===== config.mk =====
export PLATFORM = sky130hd
export DESIGN_NAME = led_row_scanner
export DESIGN_NICKNAME = d
export VERILOG_FILES = /design/src/rtl/led_row_scanner.sv
export SDC_FILE = /design/constraint.sdc
export NUM_CORES = 1
export LEC_CHECK = 0
export CAP_MARGIN = 20
export CORE_UTILIZATION = 40
export CTS_CLUSTER_SIZE = 16
export DETAILED_ROUTE_END_ITERATION = 12
export DONT_BUFFER_PORTS = 1
export PLACE_DENSITY_LB_ADDON = 0.15
export SETUP_SLACK_MARGIN = 0.4
export SYNTH_ARGS = -nofsm -noshare
export SYNTH_HDL_FRONTEND = slang
export SYNTH_SLANG_ARGS = --single-unit

===== constraint.sdc =====
create_clock -name CLK -period 3.5 [get_ports CLK]
set_input_delay 0 -clock CLK [delete_from_list [all_inputs] [get_ports CLK]]
set_output_delay 0 -clock CLK [all_outputs]
set_load 0.02 [all_outputs]

===== src/rtl/led_row_scanner.sv =====
// Row-multiplexed driver for a 16x16 red/green LED matrix: captures a frame into a
// shadow buffer, then scans it one row at a time with a blanking gap before each row.
module led_row_scanner #(
  parameter int unsigned ROW_DWELL = 1000,
  parameter int unsigned BLANK_CYC = 8
) (
  input  logic               CLK,
  input  logic               RST,
  input  logic               EN,
  input  logic [15:0][15:0]  RedPixels,
  input  logic [15:0][15:0]  GrnPixels,
  output logic [15:0]        RowSel,
  output logic [15:0]        RedCol,
  output logic [15:0]        GrnCol,
  output logic               FrameStart,
  output logic               FrameDone
);

  localparam int unsigned CntMax = (ROW_DWELL > BLANK_CYC) ? ROW_DWELL : BLANK_CYC;
  localparam int unsigned CntW   = $clog2(CntMax + 1);
  localparam logic [CntW-1:0] BlankLast = CntW'(BLANK_CYC - 1);
  localparam logic [CntW-1:0] DwellLast = CntW'(ROW_DWELL - 1);

  typedef enum logic [1:0] {StIdle, StBlank, StDrive} state_e;

  state_e            r_state, w_state_d;
  logic [3:0]        r_row, w_row_d;
  logic [CntW-1:0]   r_cnt, w_cnt_d;
  logic [15:0][15:0] r_shr, r_shg;
  logic              w_latch;
  logic              w_start_d, w_done_d;
  logic [15:0]       r_row_sel, w_row_sel_d;
  logic [15:0]       r_red_col, w_red_col_d;
  logic [15:0]       r_grn_col, w_grn_col_d;
  logic              r_frame_start, r_frame_done;

  always_comb begin
    w_state_d = r_state;
    w_row_d   = r_row;
    w_cnt_d   = r_cnt;
    w_latch   = 1'b0;
    w_start_d = 1'b0;
    w_done_d  = 1'b0;
    unique case (r_state)
      StIdle: begin
        if (EN) begin
          w_latch   = 1'b1;
          w_start_d = 1'b1;
          w_row_d   = 4'd0;
          w_cnt_d   = '0;
          w_state_d = StBlank;
        end
      end
      StBlank: begin
        if (!EN) begin
          w_state_d = StIdle;
          w_row_d   = 4'd0;
          w_cnt_d   = '0;
        end else if (r_cnt == BlankLast) begin
          w_cnt_d   = '0;
          w_state_d = StDrive;
        end else begin
          w_cnt_d = r_cnt + 1'b1;
        end
      end
      StDrive: begin
        if (!EN) begin
          w_state_d = StIdle;
          w_row_d   = 4'd0;
          w_cnt_d   = '0;
        end else if (r_cnt == DwellLast) begin
          w_cnt_d   = '0;
          w_state_d = StBlank;
          if (r_row == 4'd15) begin
            // Wrap: frame boundary, re-latch so the next frame is tear-free
            w_row_d   = 4'd0;
            w_latch   = 1'b1;
            w_start_d = 1'b1;
            w_done_d  = 1'b1;
          end else begin
            w_row_d = r_row + 4'd1;
          end
        end else begin
          w_cnt_d = r_cnt + 1'b1;
        end
      end
      default: begin
        w_state_d = StIdle;
        w_row_d   = 4'd0;
        w_cnt_d   = '0;
      end
    endcase
  end

  // Outputs are registered from next-state so they line up with the state they describe
  always_comb begin
    w_row_sel_d = 16'h0000;
    w_red_col_d = 16'h0000;
    w_grn_col_d = 16'h0000;
    if (w_state_d == StDrive) begin
      w_row_sel_d = 16'h0001 << w_row_d;
      w_red_col_d = r_shr[w_row_d];
      w_grn_col_d = r_shg[w_row_d];
    end
  end

  always_ff @(posedge CLK) begin
    if (RST) begin
      r_state       <= StIdle;
      r_row         <= 4'd0;
      r_cnt         <= '0;
      r_shr         <= '0;
      r_shg         <= '0;
      r_row_sel     <= 16'h0000;
      r_red_col     <= 16'h0000;
      r_grn_col     <= 16'h0000;
      r_frame_start <= 1'b0;
      r_frame_done  <= 1'b0;
    end else begin
      r_state       <= w_state_d;
      r_row         <= w_row_d;
      r_cnt         <= w_cnt_d;
      if (w_latch) begin
        r_shr <= RedPixels;
        r_shg <= GrnPixels;
      end
      r_row_sel     <= w_row_sel_d;
      r_red_col     <= w_red_col_d;
      r_grn_col     <= w_grn_col_d;
      r_frame_start <= w_start_d;
      r_frame_done  <= w_done_d;
    end
  end

  assign RowSel     = r_row_sel;
  assign RedCol     = r_red_col;
  assign GrnCol     = r_grn_col;
  assign FrameStart = r_frame_start;
  assign FrameDone  = r_frame_done;

endmodule


==> results of run 1 <==
per-layer routing:
metal  wire [um]  GRT usage, %
met1       42000          40.0
met2       45000          45.7
met3        9020          7.52
met4        3290          9.72
met5          24             0
where the power goes:
part           internal, W  switching, W  total [W]
sequential         0.00695      0.000238    0.00719
combinational     0.000777      0.000852    0.00163
clock              0.00396       0.00281    0.00678
final cells by class:
| type | instances | area (um^2) |
|---|---|---|
| Antenna cell | 6 | 15.0 |
| Clock buffer | 90 | 1820 |
| Clock inverter | 25 | 273 |
| Fill cell | 5223 | 25600 |
| Inverter | 8 | 30.0 |
| Multi-Input combinational cell | 2249 | 11500 |
| Sequential cell | 578 | 11600 |
| Tap cell | 765 | 957 |
| Timing Repair Buffer | 630 | 6550 |
worst reg2reg max path, delay by kind of cell, from the launching register on:
kind,cells,cell delay [ns]
AOI/OAI and AO/OA,2,0.41
adders and majority gates,1,0.20
buffers and inverters,3,1.04
DFF,1,0.39
and+or+nand+nor,4,1.00
what timing repair did:
| action | in CTS | in global routing |
|---|---|---|
| setup endpoints to repair | 33 | 90 |
| endpoints found under the hold margin | 531 | 487 |
| buffers inserted | 5 | 15 |
| gates resized for setup | 31 | 38 |
| hold buffers | 325 | 211 |
| gates cloned | 1 | 7 |
| pin swaps | 4 | 13 |
state kept, by name (all words and copies together) (netlist names):
name	count
r_state	2
r_cnt	10
r_row	4
RedCol	16
GrnCol	16
r_shr	256
RowSel	16
FrameStart	1
r_shg	256
FrameDone	1
path summary, 6_finish.rpt:
| path | slack [ns] | end | depth (start not counted) | from |
|---|---|---|---|---|
| worst max-delay path | 0.41 | r_shr[12] | 10 | r_cnt[0] |
| worst min-delay path | -0.55 | r_shg[216] | 1 | RST |
| worst max register to register | 0.41 | r_shr[12] | 10 | r_cnt[0] |
| worst min register to register | 0.45 | r_shg[248] | 2 | r_shg[248] |
kinds of logic (layout without fill, tap and decap cells):
kind of cell	Yosys count	count (layout)	share of synthesized area, %
other cells	0	6	0
xor+xnor	5	5	0.184
buf+inv	270	753	4.51
flops	578	578	48.7
simple gates	1247	1247	20.5
mux	107	107	4.54
fa+ha+maj	6	6	0.316
compound gates	884	884	21.3
Yosys cell counts (all sizes together), types with 2 or more instances:
cell	number
a211oi	19
a21o	2
a21oi	613
a221o	26
a221oi	25
a22oi	28
a311oi	2
a31o	5
a31oi	6
a32o	7
and2	3
and3	7
buf	44
clkbuf	218
dfxtp	578
ha	6
inv	8
mux2	3
mux2i	104
nand2	1144
nand2b	4
nand3	13
nand4	5
nor2	36
nor2b	2
nor3	12
nor4	13
o211a	5
o211ai	26
o21a	3
o21ai	87
o221ai	6
o31ai	4
o32ai	17
or2	2
or3	4
xor2	4
per-stage QoR:
stage	power, W	cells
finish	0.0156	4351
global route	0.0161	4347
CTS	0.0154	4112
detailed placement	0.00837	3666
global placement	0.00835	3666
floorplan	0.00807	3097
==> flow_summary.toml, run 1 <==
[synthesis]
synthArstFlopShare_pct = 0
synth_top_area_share_pct = 48.7
synth_area_um2 = 23800
yosys_warnings = 0
synth_edf_count = 0
synth.avg_cell_area_um2 = 7.67
synth_area_leader_cell = "dfxtp_1"
yosysSeqAreaShare_pct = 48.7
yosys-top-cells-area = "dfxtp_1 49%, nand2_1 18%, a21oi_1 13%"
synth_seq_cells = 578
syn_inst = 3097
synth_nets = 3618
synthFlopType = "dfxtp_1"
ys_types = 54

[run]
drv_cap = 0

[sta]
report.final.setup_viol = 0
hold_viol_final = 286
fmax_mhz = 323
holdWs_ns = -0.555
setup_tns_ns = 0
max_slew_margin_pct = -11.7
fin_skew_ns = 0.0170
period_needed_ns = 3.09
drv_slew = 259
setup_slack_ns = 0.405
fin_crit_sh_pct = 88.4
rsz0062_at_grt = "true"
worst_pin_slew_ns = 1.68

[floorplan]
fp-row-count = 88
design.die.area_um2 = 60400
coreArea_um2 = 58200
pin_count = 565
die_w_um = 246
die_h_um = 246
start_util_pct = 40.8

[cts]
cts_tree = "built"
htreeDepth = 2
cts_buffer_depth = 3
cts-buffers-inserted = 61
insertion_delay_ns = 0.63
root_buffer = "clkbuf_16"
cts.sinks = 578
clk_pin_slew_ns = 0.06

[hold_path]
hp-class = "in2reg"

[routing]
vias = 24300
drt_iter0_drc = 2117
drt-total-wl_um = 99300
viasPerCell = 5.58
final_antenna_net_count = 0
wire_per_inst_um = 22.8
drt_pass1_iterations = 10
drc = 2

[power_and_ir_drop]
leakage_nw = 12.9
ir_worst_vdd_uv = 421
p_per_area_nw_per_um2 = 477

[cells_and_area]
fin_area_um2 = 32700
drive_gt1_share_pct = 7.21
final_common_cell = "nand2_1"
area_growth_syn_to_layout_pct = 37.5
nNetsFinal = 4049
most-common-layout-cells = "1142 x nand2_1, 613 x a21oi_1, 574 x dfxtp_1"
utilization_pct = 56.1

[setup_path]
cp_cell_sequence = "ha_4 > nand4bb_2 > nor3_4 > and3_1 > o21a_4 > buf_4 > clkbuf_16 > nand2_1 > a21oi_1 > dlygate4sd3_1"
crit_buf_inv = 3
crit_arrival_ns = 3.66
cpMaxStageDelayCell = "dlygate4sd3_1"
max_stage_delay_ns = 0.59
worst_setup_path_end_kind = "register"
worstSetupPathType = "reg2reg"
critPathLaunchType = "register"
critPathTopFamily = "buffers and inverters"
critical_path.max_fanout = 58
cp.required_ns = 4.07

[outcome]
violations = "design-rule violations, negative hold slack, max-slew violations"
status = "finished with violations"

[place]
hpwl_um = 64700
port_buffers = 0
gp_congestion = 0.907
place_ws_ns = -0.211
dpl-instance-area_um2 = 24500

[grt]
grt_max_degree = 523
grt.total_usage_pct = 29.6
grt_pass1_wl_um = 134000
antenna_found_initial = 9
grt_pass1_vias = 21600
grt-ovfl-total = 0
(Power assumes the default switching activity.)
==> inputs of run 2 (changes only) <==
--- a/config.mk
+++ b/config.mk
@@ -7,3 +7,2 @@
 export LEC_CHECK = 0
-export CAP_MARGIN = 20
 export CORE_UTILIZATION = 40
==> constraint.sdc (replaced) <==
create_clock -name CLK -period 3.5 [get_ports CLK]
set_input_delay 0.35 -clock CLK [delete_from_list [all_inputs] [get_ports CLK]]
set_output_delay 0.35 -clock CLK [all_outputs]
set_load 0.02 [all_outputs]
==> flow_summary.toml, run 2 (same netlist as run 1, synthesis figures left out) <==
[outcome]
status = "finished with violations"
violations = "negative hold slack, max-slew violations"

[sta]
holdWs_ns = -0.208
max_slew_margin_pct = -3.68
period_needed_ns = 3.05
rsz0062_at_grt = "false"
worst_pin_slew_ns = 1.56
setup_tns_ns = 0
fin_crit_sh_pct = 87.1
setup_slack_ns = 0.452
hold_viol_final = 185
fin_skew_ns = 0.0197
drv_slew = 95
report.final.setup_viol = 0
fmax_mhz = 328

[cells_and_area]
fin_area_um2 = 32500
layoutNonFillerInstCount = 4330
multiInputGateArea_um2 = 11500
nFillCells = 5224
final_common_cell = "nand2_1"
nNetsFinal = 4027
drive_gt1_share_pct = 7.42
most-common-layout-cells = "1141 x nand2_1, 613 x a21oi_1, 574 x dfxtp_1"
area_growth_syn_to_layout_pct = 36.8
regArea_um2 = 11600
utilization_pct = 55.8
largestRegisters = "r_shg: 256 flops, r_shr: 256 flops"

[routing]
final_antenna_net_count = 0
drt-total-wl_um = 99300
viasPerCell = 5.62
drc = 0
drt_iter0_drc = 2252
wire_per_inst_um = 22.9
drt_pass1_iterations = 11
vias = 24300

[power_and_ir_drop]
leakage_nw = 12.9
p_per_area_nw_per_um2 = 479
ir_worst_vdd_uv = 419

[floorplan]
design.die.area_um2 = 60400
die_h_um = 246
fp-row-count = 88
start_util_pct = 40.8
die_w_um = 246
coreArea_um2 = 58200
pin_count = 565

[grt]
grt-ovfl-total = 0
met1_usage_pct = 41.3
grt_max_degree = 523
grt_use_met3_pct = 5.66
grt_pass1_vias = 21600
grt_pass1_wl_um = 135000
antenna_found_initial = 9
top_usage_layer = "met2"
grt_util_met2_pct = 46.1
grt.total_usage_pct = 29.6

[setup_path]
cp.required_ns = 4.07
crit_arrival_ns = 3.62
worst_setup_path_end_kind = "register"
critical_path.max_fanout = 58
worstSetupPathType = "reg2reg"
critPathLaunchType = "register"

[run]
drv_cap = 0

[place]
port_buffers = 0
hpwl_um = 64700
place_ws_ns = -0.211
dpl-instance-area_um2 = 24500
gp_congestion = 0.907
dpl.cell_count = 3666

[cts]
htreeDepth = 2
cts_tree = "built"
cts-buffers-inserted = 61
insertion_delay_ns = 0.64
cts_buffer_depth = 3
root_buffer = "clkbuf_16"
cts.sinks = 578
clk_pin_slew_ns = 0.06

[hold_path]
hp-class = "in2reg"
==> run 2: cell types whose count changed in the layout (fill, tap and decap cells not counted), moves of 3 or more <==
| cell | change |
|---|---|
| dlygate4sd3_1 | -21 |
| buf_4 | -3 |
| a211oi_2 | +3 |
| a211oi_1 | -3 |
==> run 2: power breakdown <==
group | switching [W] | total, W | internal [W]
clock | 0.00281 | 0.00677 | 0.00396
combinational | 0.000848 | 0.00160 | 0.000755
sequential | 0.000240 | 0.00719 | 0.00695
total | 0.00390 | 0.0156 | 0.0117
==> run 2: cell type report <==
type	count	share of cell area [%]
clock buffers	90	5.59
flip-flops and latches	578	35.6
repair buffers	608	19.5
diodes	7	0.0539
well taps	765	2.95
inverters	8	0.0924
clock inverters	25	0.839
multi-input cells	2249	35.4
==> run 2: critical path: stages, from the launching register on <==
cell and delay [ns]:
dfxtp_2 0.39, ha_4 0.20, nand4bb_2 0.24, nor3_4 0.31
and3_1 0.29, o21a_4 0.26, buf_4 0.18, clkbuf_16 0.27
nand2_1 0.10, a21oi_1 0.15, dlygate4sd3_1 0.58
==> run 2: stage by stage <==
step           hold slack (ns)  power, W
2_1_floorplan            0.433   0.00807
3_3_place_gp             0.441   0.00835
3_5_place_dp             0.444   0.00837
4_1_cts                 -0.221    0.0154
5_1_grt                 -0.227    0.0161
6_report                -0.208    0.0156
==> run 2: path summary, 6_finish.rpt <==
kind | from | slack [ns] | cells after the start | endpoint
worst max-delay path | r_cnt[0] | 0.45 | 10 | r_shr[12]
worst min-delay path | RST | -0.21 | 1 | r_shg[216]
worst max register to register | r_cnt[0] | 0.45 | 10 | r_shr[12]
worst min register to register | r_shg[178] | 0.45 | 2 | r_shg[178]
==> run 2: per-layer routing <==
layer	routed length (um)	share of wire [%]
met3	8070	8.1
met5	42	0.042
met1	42900	43
met4	2990	3.0
met2	45300	46
==> run 2: what timing repair did <==
| action | 4_1_cts | 5_1_grt |
|---|---|---|
| setup endpoints to repair | 33 | 88 |
| hold buffers | 301 | 214 |
| pin swaps | 4 | 13 |
| setup buffers | 5 | 15 |
| cloned | 1 | 6 |
| resized for setup | 31 | 48 |
| hold endpoints to repair | 518 | 455 |
